$ cat src/rtl/nn_layer_sequencer.sv
// ============================================================================
//  Module      : nn_layer_sequencer
//  Description : Steps an external `nn` datapath through NUM_LAYERS layers,
//                holding each layer index for HOLD_CYCLES clocks with the
//                accepted sample on nn_in, then returns the final nn_out over
//                a valid/ready result port.
//  Revision    : 1.0 - initial release
// ============================================================================
`default_nettype none

module nn_layer_sequencer #(
    parameter int NUM_LAYERS  = 3,
    parameter int HOLD_CYCLES = 2,
    parameter int DATA_W      = 16,
    parameter int LAYER_W     = 3
) (
    input  logic               clk,
    input  logic               rst_n,
    input  logic               start_valid,
    output logic               start_ready,
    input  logic [DATA_W-1:0]  start_data,
    output logic [LAYER_W-1:0] nn_layer,
    output logic [DATA_W-1:0]  nn_in,
    input  logic [DATA_W-1:0]  nn_out,
    output logic               layer_start,
    output logic               busy,
    output logic               res_valid,
    input  logic               res_ready,
    output logic [DATA_W-1:0]  res_data
);

    // Hold counter needs at least one bit even when each layer lasts one clock.
    localparam int                 HOLD_W     = (HOLD_CYCLES > 1) ? $clog2(HOLD_CYCLES) : 1;
    localparam logic [HOLD_W-1:0]  HOLD_LAST  = HOLD_W'(HOLD_CYCLES - 1);
    localparam logic [LAYER_W-1:0] LAYER_LAST = LAYER_W'(NUM_LAYERS - 1);

    typedef enum logic [1:0] {
        S_IDLE = 2'd0,
        S_RUN  = 2'd1,
        S_DONE = 2'd2
    } state_t;

    state_t              r_state;
    logic [LAYER_W-1:0]  r_layer_cnt;
    logic [HOLD_W-1:0]   r_hold_cnt;
    logic [DATA_W-1:0]   r_nn_in;
    logic [DATA_W-1:0]   r_res_data;
    logic                r_start_ready;
    logic                r_busy;
    logic                r_res_valid;
    logic                r_layer_start;

    // Sequencer FSM; status outputs are registered alongside the state so they
    // always reflect the state the FSM is in during the current cycle.
    always_ff @(posedge clk or negedge rst_n) begin
        if (!rst_n) begin
            r_state       <= S_IDLE;
            r_layer_cnt   <= '0;
            r_hold_cnt    <= '0;
            r_nn_in       <= '0;
            r_res_data    <= '0;
            r_start_ready <= 1'b1;
            r_busy        <= 1'b0;
            r_res_valid   <= 1'b0;
            r_layer_start <= 1'b0;
        end else begin
            case (r_state)
                S_IDLE: begin
                    if (start_valid && r_start_ready) begin
                        r_nn_in       <= start_data;
                        r_layer_cnt   <= '0;
                        r_hold_cnt    <= '0;
                        r_state       <= S_RUN;
                        r_start_ready <= 1'b0;
                        r_busy        <= 1'b1;
                        r_layer_start <= 1'b1;
                    end
                end
                S_RUN: begin
                    if (r_hold_cnt == HOLD_LAST) begin
                        if (r_layer_cnt < LAYER_LAST) begin
                            r_layer_cnt   <= r_layer_cnt + 1'b1;
                            r_hold_cnt    <= '0;
                            r_layer_start <= 1'b1;
                        end else begin
                            // Last hold cycle of the last layer: nn_out is settled.
                            r_res_data    <= nn_out;
                            r_state       <= S_DONE;
                            r_busy        <= 1'b0;
                            r_res_valid   <= 1'b1;
                            r_layer_start <= 1'b0;
                        end
                    end else begin
                        r_hold_cnt    <= r_hold_cnt + 1'b1;
                        r_layer_start <= 1'b0;
                    end
                end
                S_DONE: begin
                    // Returning to IDLE first keeps a start from landing on the
                    // result-handshake cycle; nn_layer drops back to 0 there.
                    if (r_res_valid && res_ready) begin
                        r_state       <= S_IDLE;
                        r_res_valid   <= 1'b0;
                        r_start_ready <= 1'b1;
                        r_layer_cnt   <= '0;
                        r_hold_cnt    <= '0;
                    end
                end
                default: begin
                    r_state       <= S_IDLE;
                    r_layer_cnt   <= '0;
                    r_hold_cnt    <= '0;
                    r_start_ready <= 1'b1;
                    r_busy        <= 1'b0;
                    r_res_valid   <= 1'b0;
                    r_layer_start <= 1'b0;
                end
            endcase
        end
    end

    assign start_ready = r_start_ready;
    assign busy        = r_busy;
    assign res_valid   = r_res_valid;
    assign layer_start = r_layer_start;
    assign nn_layer    = r_layer_cnt;
    assign nn_in       = r_nn_in;
    assign res_data    = r_res_data;

endmodule

`default_nettype wire

$ cat config.mk
export PLATFORM = sky130hd
export DESIGN_NAME = nn_layer_sequencer
export DESIGN_NICKNAME = d
export VERILOG_FILES = /design/src/rtl/nn_layer_sequencer.sv
export SDC_FILE = /design/constraint.sdc
export NUM_CORES = 1
export LEC_CHECK = 0
export ABC_AREA = 1
export CAP_MARGIN = 25
export CORE_MARGIN = 4
export CORE_UTILIZATION = 40
export DETAILED_ROUTE_END_ITERATION = 10
export PLACE_DENSITY_LB_ADDON = 0.1
export SLEW_MARGIN = 10
export SYNTH_ARGS = -nofsm -noshare
export SYNTH_HDL_FRONTEND = slang
export SYNTH_SLANG_ARGS = --single-unit
export TNS_END_PERCENT = 1
$ cat constraint.sdc
create_clock -name clk -period 3.3 [get_ports clk]
set_input_delay 0.33 -clock clk [delete_from_list [all_inputs] [get_ports clk]]
set_output_delay 0.33 -clock clk [all_outputs]
set_load 0.02 [all_outputs]
==> flow_summary.rst, run 1 <==
.. list-table::
   :header-rows: 1

   * - Metric
     - Value
   * - Run status
     - finished, final reports clean
   * - Clock tree buffer depth
     - 2
   * - Vias per std cell
     - 4.55
   * - Clock net sink count
     - between 40 and 50
   * - Max-cap violation count
     - 0
   * - Final setup violation count
     - 0
   * - Kind of launch point of the worst setup path
     - flip-flop
   * - Sequential fraction of the synthesis area
     - 57.1%
   * - # placed instances
     - 311
   * - Number of synthesized register bits
     - 42
   * - Final max-slew violation count
     - 0
   * - Most common cell after layout, fill and taps aside
     - clkdlybuf4s50_1
   * - Fraction of post-synthesis cell area in the top cell type by area
     - 55.7%
   * - Layout Area Growth over Synthesis
     - 46.6%
   * - GRT Resource Usage Total
     - approximately 14%
   * - Final WS setup
     - 1.49 ns
   * - Wire length of the first global-routing pass
     - 6230 um
   * - Number of global-route vias before repair
     - 1384
   * - Number of buffers added by the clock tree synthesis step
     - 5
   * - Iteration-0 DRC Markers
     - 85
   * - H-tree lvl count
     - 2
   * - Post-Route Setup TNS
     - 0 ns
   * - Top-level port count
     - 75
   * - Unique cell type count in the Yosys netlist
     - 20
   * - Routed WL
     - 3830 um
   * - Placeable core region
     - about 0.0044 mm^2
   * - Number of standard cells in the final layout excluding fillers
     - 321
   * - Number of buffers added on ports
     - between 70 and 80
   * - Data required time of the critical path
     - 2.97 ns
   * - CTS tree
     - yes
   * - Delay contributed by the slowest stage of the critical path
     - about 0.62 ns
   * - Initial core utilization
     - 41.8%
   * - Clock network latency to the later pin of the worst-skew pair
     - 0.29 ns
   * - Top cells by area, synth
     - dfrtp_1 56%, nand2_1 14%, o21ai_2 7.6%
   * - Arrival time at the worst endpoint
     - about 1.5 ns
   * - Pin count of the biggest net entering global routing
     - between 40 and 50
   * - Power per cell area
     - around 970 mW/mm^2
   * - Cell type with the largest total area after synthesis
     - dfrtp_1
   * - Remaining number of nets flagged by the antenna check after routing
     - 0
   * - Worst-path clk slew
     - approximately 0.080 ns
   * - Setup repair after global routing missed its margin
     - false
   * - Horiz. Die Dim
     - approximately 76 um
   * - Transition at the pin with the smallest max-transition slack
     - 0.502 ns
   * - Post-route fraction of the period consumed by the critical path
     - 54.9%
   * - Relative slew slack
     - roughly 66%
   * - Drc violations
     - 0
   * - Min Clock Period, post-route
     - 1.81 ns
   * - Highest achievable clock rate
     - 0.552 GHz
   * - Synthesized net count
     - 229
   * - ANT cells
     - 0
   * - Commonest cells after routing, fill and taps aside
     - 73 x clkdlybuf4s50_1, 69 x nand2_1, 41 x dfrtp_1
   * - Library cell contributing the largest single delay on the critical path
     - clkdlybuf4s50_1
   * - Routed vias
     - 1461
   * - Total global routing overflow
     - 0
   * - Post CTS Setup Buffer Count
     - 0
   * - Kind of cell adding the most delay to the critical path
     - buffers and inverters
   * - Reported leakage power
     - 1.34 nW
   * - Fraction of layout instances using a drive strength above 1
     - 12.3%
   * - Crit path kind
     - flip-flop to output pin
   * - Class of the worst hold path
     - flip-flop to flip-flop
   * - Iteration count of the initial detailed-routing pass
     - 4
   * - Fin Clk Skew
     - 0.00673 ns
   * - Critical-path maximum fanout
     - 4
   * - WL/cell
     - 11.9 um
   * - Clock root cell
     - clkbuf_8
   * - Global placer's final weighted congestion
     - 0.666
   * - Placement-stage worst setup slack
     - roughly 1.6 ns
   * - Cell Rows
     - 24
   * - Max VDD drop
     - 505 uV
   * - Kind of end point of the critical path
     - output pin
   * - Final Hold Fails
     - 0
   * - Post-synth design cell area
     - 0.00184 mm^2
   * - Synthesis warning total
     - 0
   * - Total Die Area
     - about 0.0058 mm^2
   * - Final-stage net count
     - between 300 and 400
   * - Number of buffers and inverters on the critical path
     - 1
   * - Post-Synthesis Cells
     - 192
   * - Placed wire-length estimate
     - 2650 um
   * - Critical-path cell list
     - clkdlybuf4s50_1
   * - Die span in y
     - 75.9 um
   * - Antenna violations before repair
     - 0
   * - Post-synthesis area per instance
     - 9.60 um^2
## where the power goes
| group | internal (mW) | total, mW | leakage, nW | switching (mW) |
|---|---|---|---|---|
| sequential | 0.763 | 0.906 | 0.518 | 0.144 |
| combinational | 0.598 | 1.34 | 0.771 | 0.739 |
| clock | 0.226 | 0.391 | 0.0524 | 0.164 |
| total | 1.59 | 2.63 | 1.34 | 1.05 |
## worst paths after layout
kind,endpoint,slack [ns],depth (start not counted),from
setup / recovery,start_ready,1.49,1,start_ready
hold / removal,res_data[13],0.47,2,res_data[13]
setup reg to reg,nn_layer[0],1.79,4,r_state[1]
hold reg to reg,res_data[13],0.47,2,res_data[13]
max in group asynchronous,start_ready,2.29,3,rst_n
min in group asynchronous,res_data[15],0.48,2,rst_n
## through the flow
step / total power [mW] / utilization, % / hold WS [ns] / instance area (um^2)
after global placement: 2.26 / 58.1 / 0.454 / 2570
after detailed placement: 2.27 / 58.1 / 0.458 / 2570
final: 2.63 / 61.2 / 0.471 / 2700
after global routing: 2.85 / 61.2 / 0.491 / 2700
after floorplan: 1.73 / - / 0.0344 / 1840
after CTS: 2.68 / 60.5 / 0.220 / 2670
## state kept, by name, summed over array words and instances, names as in the netlist
register / flops
res_data: 16
layer_start: 1
res_valid: 1
r_state: 2
nn_in: 16
busy: 1
r_hold_cnt: 1
start_ready: 1
nn_layer: 3
## synth_stat cells (all sizes together)
cell type / number
nor2: 4
dfrtp: 41
o21ai: 19
a22oi: 1
nand2: 72
inv: 22
dfstp: 1
xor2: 1
clkbuf: 1
buf: 6
or2: 1
nand3: 22
ha: 1
## metal layers
layer	vias up	part of all wire [%]	track usage, %
li1	750	-	-
met1	651	44	17.5
met2	52	44	22.7
met3	8	9.9	5.41
met4	0	1.8	6.41
met5	-	0	0
## cells by family after synthesis
logic type	count (synthesis)	synth area share [%]
xor gates and xnor gates	1	0.475
buffers and inverters	29	8.69
DFF	42	57.1
and+or+nand+nor	99	24.2
adders and majority gates	1	0.679
AOI/OAI and AO/OA	20	8.83
## cell type report
type,instances,area [um^2]
clock buffer,7,76.3
tap,52,65.1
inverter,22,82.6
timing repair buffer,76,766
multi-input combinational,121,631
sequential,42,1050
clock inverter,1,30.0
fill,404,1710
## repair_timing
| item | 4_1_cts | 5_1_grt |
|---|---|---|
| hold buffers | 0 | 1 |
| gates resized for setup | 0 | 0 |
| endpoints found under the hold margin | 0 | 14 |
(Power assumes the default switching activity.)
==> inputs of run 2 (changes only) <==
--- a/config.mk
+++ b/config.mk
@@ -8,7 +8,7 @@
 export ABC_AREA = 1
 export CAP_MARGIN = 25
 export CORE_MARGIN = 4
-export CORE_UTILIZATION = 40
+export CORE_UTILIZATION = 38
 export DETAILED_ROUTE_END_ITERATION = 10
 export PLACE_DENSITY_LB_ADDON = 0.1
 export SLEW_MARGIN = 10
==> constraint.sdc (replaced) <==
create_clock -name clk -period 1.53 [get_ports clk]
set_input_delay 0.153 -clock clk [delete_from_list [all_inputs] [get_ports clk]]
set_output_delay 0.153 -clock clk [all_outputs]
set_load 0.02 [all_outputs]
==> flow_summary.rst, run 2 (synthesis gave the netlist of run 1 again) <==
.. list-table::
   :header-rows: 1

   * - Metric
     - Value
   * - Run status
     - finished, final reports clean
   * - Highest achievable clock rate
     - between 0.6 and 0.7 GHz
   * - Post-route fraction of the period consumed by the critical path
     - 94.3%
   * - Number of standard cells in the final layout excluding fillers
     - 339
   * - Commonest cells after routing, fill and taps aside
     - 70 x clkdlybuf4s50_1, 69 x nand2_1, 41 x dfrtp_1
   * - Max VDD drop
     - 905 uV
   * - Iteration-0 DRC Markers
     - 56
   * - Die span in y
     - between 70 and 80 um
   * - Number of global-route vias before repair
     - 1404
   * - Critical-path cell list
     - clkdlybuf4s50_1
   * - Final max-slew violation count
     - 0
   * - Clock network latency to the later pin of the worst-skew pair
     - 0.29 ns
   * - Data required time of the critical path
     - between 1 and 1.5 ns
   * - Cell Rows
     - 25
   * - Final-stage net count
     - between 300 and 400
   * - Global placer's final weighted congestion
     - 0.744
   * - Final WS setup
     - between 0.08 and 0.09 ns
   * - Fin Clk Skew
     - approximately 0.004 ns
   * - Number of buffers and inverters on the critical path
     - 1
   * - H-tree lvl count
     - 2
   * - Clock tree buffer depth
     - 2
   * - Kind of launch point of the worst setup path
     - flip-flop
   * - Post-layout power
     - ~5.6 mW
   * - Fillcell total
     - 417
   * - Library cell contributing the largest single delay on the critical path
     - clkdlybuf4s50_1
   * - Min Clock Period, post-route
     - 1.44 ns
   * - Power per cell area
     - 2040 mW/mm^2
   * - Max-cap violation count
     - 0
   * - Placeable core region
     - 0.00472 mm^2
   * - Post CTS Setup Buffer Count
     - 0
   * - Layout Area Growth over Synthesis
     - 47.7%
   * - Transition at the pin with the smallest max-transition slack
     - 0.390 ns
   * - Initial core utilization
     - 39.0%
   * - Clock root cell
     - clkbuf_8
   * - Routed vias
     - roughly 1500
   * - Number of buffers added on ports
     - 74
   * - Class of the worst hold path
     - primary input to asynchronous set/reset pin
   * - Most common cell after layout, fill and taps aside
     - clkdlybuf4s50_1
   * - Met1 routing resource usage after global routing
     - 17.6%
   * - Kind of cell adding the most delay to the critical path
     - buffers and inverters
   * - Horiz. Die Dim
     - 77.6 um
   * - Final setup violation count
     - 0
   * - Number of buffers added by the clock tree synthesis step
     - 5
   * - Arrival time at the worst endpoint
     - 1.29 ns
   * - Met2 Use GR
     - 19.3%
   * - Routed WL
     - approximately 3800 um
   * - Vias per std cell
     - 4.30
   * - GRT Resource Usage Total
     - 13.2%
   * - Final Hold Fails
     - 0
   * - Fraction of layout instances using a drive strength above 1
     - 12.9%
   * - Drc violations
     - 0
   * - ANT cells
     - 0
   * - Relative slew slack
     - around 74%
   * - CTS tree
     - yes
   * - Kind of end point of the critical path
     - output pin
   * - Placed wire-length estimate
     - 2840 um
   * - Worst-path clk slew
     - 0.08 ns
   * - Iteration count of the initial detailed-routing pass
     - 4
   * - Worst hold margin
     - slightly below 0.3 ns
   * - Delay contributed by the slowest stage of the critical path
     - 0.62 ns
   * - Critical-path maximum fanout
     - 4
   * - Antenna violations before repair
     - 0
   * - Pin count of the biggest net entering global routing
     - 36
   * - Setup repair after global routing missed its margin
     - false
   * - WL/cell
     - approximately 11 um
   * - Wire length of the first global-routing pass
     - 6390 um
   * - Remaining number of nets flagged by the antenna check after routing
     - 0
   * - Total Die Area
     - roughly 0.006 mm^2
   * - Clock net sink count
     - between 40 and 50
   * - Most utilized layer in the global route result
     - met2
   * - Total global routing overflow
     - 0
   * - Placement-stage worst setup slack
     - 0.185 ns
   * - # placed instances
     - 330
   * - Top-level port count
     - 75
   * - Post-Route Setup TNS
     - 0 ns
   * - Reported leakage power
     - 1.38 nW
   * - Crit path kind
     - flip-flop to output pin
   * - GR met3 Demand/Resource
     - 6.15%
==> run 2: cell types whose count changed in the layout (fill, tap and decap cells not counted), sizes merged <==
cell           previous run  this run
buf                       2         5
dlymetal6s2s              0         2
dlygate4sd2               0         1
bufinv                    1         0
clkbuf                    7         8
clkdlybuf4s50            73        70
==> run 2: metrics by stage <==
step,utilization (%),area (um^2)
after floorplan,-,1840
after global placement,55.6,2630
after detailed placement,55.6,2630
after CTS,57.5,2720
after global routing,57.6,2720
final,57.6,2720
==> run 2: repair_timing <==
action	4_1_cts	5_1_grt
setup endpoints to repair	1	2
gates resized for setup	1	2
hold buffers	1	0
hold endpoints to repair	13	0
gates cloned	0	0
==> run 2: path summary, 6_finish.rpt <==
kind,start,to,slack [ns],cells past startpoint
min,rst_n,res_data[15],0.29,2
max reg2reg,r_state[1],nn_layer[0],0.23,4
max in group asynchronous,rst_n,nn_in[10],0.67,3
min in group clk,start_data[11],nn_in[11],0.41,3
max,nn_layer[0],nn_layer[0],0.09,1
min reg2reg,res_data[12],res_data[12],0.47,2
==> run 2: layout make-up <==
type	instances	area, um^2	area share [%]
Multi-Input combinational cell	121	631	23.2
Clock buffer	8	80.1	2.94
Inverter	22	82.6	3.03
Tap cell	67	83.8	3.08
Timing Repair Buffer	79	792	29.1
Sequential cell	42	1050	38.7
==> run 2: power by group <==
group | switching, mW | leakage [nW] | total (mW) | internal [mW]
registers | 0.327 | 0.518 | 1.97 | 1.65
logic | 1.59 | 0.824 | 2.91 | 1.32
clock network | 0.348 | 0.0395 | 0.673 | 0.324
total | 2.26 | 1.38 | 5.56 | 3.30
==> run 2: layer usage <==
metal	share of wire, %	vias to the layer above
met1	46	648
li1	-	753
met2	44	54
met4	0.21	0
met5	0	-
met3	9.5	2
==> inputs of run 3 (changes only) <==
--- a/config.mk
+++ b/config.mk
@@ -5,7 +5,6 @@
 export SDC_FILE = /design/constraint.sdc
 export NUM_CORES = 1
 export LEC_CHECK = 0
-export ABC_AREA = 1
 export CAP_MARGIN = 25
 export CORE_MARGIN = 4
 export CORE_UTILIZATION = 38
==> flow_summary.rst, run 3 <==
.. list-table::
   :header-rows: 1

   * - Metric
     - Value
   * - Run status
     - finished, final reports clean
   * - Remaining number of nets flagged by the antenna check after routing
     - 0
   * - Post-Synthesis Cells
     - between 100 and 150
   * - Fraction of layout instances using a drive strength above 1
     - 27.9%
   * - Global placer's final weighted congestion
     - 0.727
   * - Share of flip-flops with an asynchronous set or reset after synthesis
     - 100%
   * - Horiz. Die Dim
     - 75.8 um
   * - Arrival time at the worst endpoint
     - between 1.5 and 2 ns
   * - Kind of cell adding the most delay to the critical path
     - flip-flops
   * - Most common cell after layout, fill and taps aside
     - clkdlybuf4s50_1
   * - Pin count of the biggest net entering global routing
     - 27
   * - Most frequently used cell type in the post-synthesis netlist
     - dfrtp_1
   * - Highest achievable clock rate
     - 0.681 GHz
   * - Synthesis warning total
     - 0
   * - Number of buffers added on ports
     - between 70 and 80
   * - Area of the multi-input gates
     - between 600 and 700 um^2
   * - Layout Area Growth over Synthesis
     - 57.0%
   * - Kind of end point of the critical path
     - flip-flop
   * - Fillcell total
     - 346
   * - Clock tree buffer depth
     - 2
   * - Final-stage net count
     - around 240
   * - Top cells by area, synth
     - dfrtp_1 59%, mux2_2 15%, mux2_4 6.9%
   * - Drc violations
     - 0
   * - Cell type with the largest total area after synthesis
     - dfrtp_1
   * - Min Clock Period, post-route
     - 1.47 ns
   * - Iteration count of the initial detailed-routing pass
     - 2
   * - Crit path kind
     - flip-flop to flip-flop
   * - Top flip-flop cell by instance count after synthesis
     - dfrtp_1
   * - Critical-path maximum fanout
     - 10
   * - Number of buffers and inverters on the critical path
     - 1
   * - # placed instances
     - 248
   * - Delay contributed by the slowest stage of the critical path
     - 0.48 ns
   * - Data required time of the critical path
     - 1.70 ns
   * - Class of the worst hold path
     - primary input to asynchronous set/reset pin
   * - Top-level port count
     - 75
   * - Final max-slew violation count
     - 0
   * - Sequential fraction of the synthesis area
     - 60.2%
   * - Post-synthesis area per instance
     - 15.1 um^2
   * - Critical-path cell list
     - nor2b_4 > and3b_1 > buf_4 > mux2_4
   * - Iteration-0 DRC Markers
     - 35
   * - WL/cell
     - roughly 15 um
   * - Kind of launch point of the worst setup path
     - flip-flop
   * - Placeable core region
     - 0.00441 mm^2
   * - Initial core utilization
     - ~40%
   * - Non-Filler Cell Area, Final
     - approximately 0.0027 mm^2
   * - Transition at the pin with the smallest max-transition slack
     - 0.414 ns
   * - Final setup violation count
     - 0
   * - Top cell types by occurrence after synthesis
     - 41 x dfrtp_1, 24 x mux2_2, 8 x mux2_4
   * - Wire length of the first global-routing pass
     - 5920 um
   * - Total global routing overflow
     - 0
   * - Placement-stage worst setup slack
     - -0.0391 ns
   * - Area after detailed placement
     - 0.00260 mm^2
   * - Number of buffers added by the clock tree synthesis step
     - 5
   * - Reported leakage power
     - around 1.3 nW
   * - Unique cell type count in the Yosys netlist
     - 32
   * - Routed WL
     - approximately 3800 um
   * - Worst hold margin
     - 0.325 ns
   * - Commonest cells after routing, fill and taps aside
     - 68 x clkdlybuf4s50_1, 41 x dfrtp_1, 24 x mux2_2
   * - Final WS setup
     - approximately 0.061 ns
   * - Die span in y
     - 75.8 um
   * - H-tree lvl count
     - 2
   * - Vias per std cell
     - a little under 5
   * - Total Die Area
     - 0.00575 mm^2
   * - Number of enable flip-flop cells after synthesis
     - 0
   * - Final Hold Fails
     - 0
   * - Max VDD drop
     - roughly 470 uV
   * - Total area of sequential cells
     - 0.00105 mm^2
   * - Placed wire-length estimate
     - roughly 2900 um
   * - Number of global-route vias before repair
     - 1335
   * - Clock network latency to the later pin of the worst-skew pair
     - 0.29 ns
   * - GRT Resource Usage Total
     - 13.9%
   * - Fin Clk Skew
     - 0.00717 ns
   * - Worst-path clk slew
     - approximately 0.070 ns
   * - Fraction of post-synthesis cell area in the top cell type by area
     - 58.7%
   * - CTS tree
     - yes
   * - Routed vias
     - around 1300
   * - ANT cells
     - 0
   * - Cell Rows
     - 24
   * - Post-route fraction of the period consumed by the critical path
     - 96.0%
   * - Power per cell area
     - between 700 and 800 mW/mm^2
   * - Post-layout power
     - 2.10 mW
   * - Synthesized net count
     - between 150 and 200
   * - Number of synthesized register bits
     - 42
   * - Library cell contributing the largest single delay on the critical path
     - dfrtp_1
   * - Max-cap violation count
     - 0
   * - Post-synth design cell area
     - 0.00175 mm^2
   * - Clock net sink count
     - 42
   * - Clock root cell
     - clkbuf_8
   * - Antenna violations before repair
     - 0
   * - Number of standard cells in the final layout excluding fillers
     - 256
   * - Relative slew slack
     - between 70 and 80%
## run 3: changes by cell type after synthesis, sizes merged, moves of 3 or more
cell	delta
inv	-20
nand3	-20
o21ai	-14
a21o	+5
nand2	-70
mux2	+32
nor2	-3
## run 3: report_power, final
part / total (mW) / internal [mW] / switching [mW] / leakage (nW)
clock: 0.872 / 0.522 / 0.350 / 0.0573
combinational: 0.120 / 0.0851 / 0.0348 / 0.687
sequential: 1.11 / 1.11 / 0 / 0.568
## run 3: per-layer routing
layer | GRT usage, % | wire (um) | vias up
met5 | 0 | 0 | -
met4 | 5.83 | 42 | 0
met3 | 4.62 | 250 | 6
met2 | 23.1 | 1920 | 41
met1 | 16.4 | 1580 | 626
li1 | - | - | 592
## run 3: through the flow
stage / utilization, % / TNS, ns
2_1_floorplan: - / 0
3_3_place_gp: 58.9 / -0.276
3_5_place_dp: 58.9 / -0.388
4_1_cts: 61.6 / 0
5_1_grt: 62.2 / -0.0176
6_report: 62.2 / 0
## run 3: path summary, 6_finish.rpt
path	start	to	slack, ns	cells past startpoint
max in group asynchronous	rst_n	nn_in[15]	0.74	3
min	rst_n	res_data[14]	0.32	2
min in group clk	nn_out[0]	res_data[0]	0.47	2
max reg2reg	r_state[1]	res_data[14]	0.06	4
min reg2reg	busy	busy	0.49	1
max	r_state[1]	res_data[14]	0.06	4
## run 3: final cells by class
type	count	area share, %
Clock buffer	6	3.01
Clock inverter	1	1.09
Inverter	2	0.274
Multi-Input combinational cell	66	23.5
Sequential cell	42	38.3
Tap cell	52	2.37
Timing Repair Buffer	87	31.4
## run 3: cells by family (layout without fill, tap and decap cells)
family	after synthesis	count (layout)	synth area share, %
DFF	42	42	60.2
muxes	33	33	22.9
AOI/OAI and AO/OA	20	20	7.95
and+or+nand+nor	12	12	4.58
buffers and inverters	8	96	3.65
adders and majority gates	1	1	0.716
## run 3: what timing repair did
item / 4_1_cts / 5_1_grt
endpoints found under the setup margin: 2 / 19
buffers inserted: 0 / 0
gates resized for setup: 2 / 7
gates cloned: 0 / 0
hold buffers: 1 / 0
hold endpoints to repair: 15 / 0
## run 3: worst reg2reg max path, stage by stage (launching register included)
cell     delay (ns)
dfrtp_1        0.48
nor2b_4        0.14
and3b_1        0.19
buf_4          0.22
mux2_4         0.32
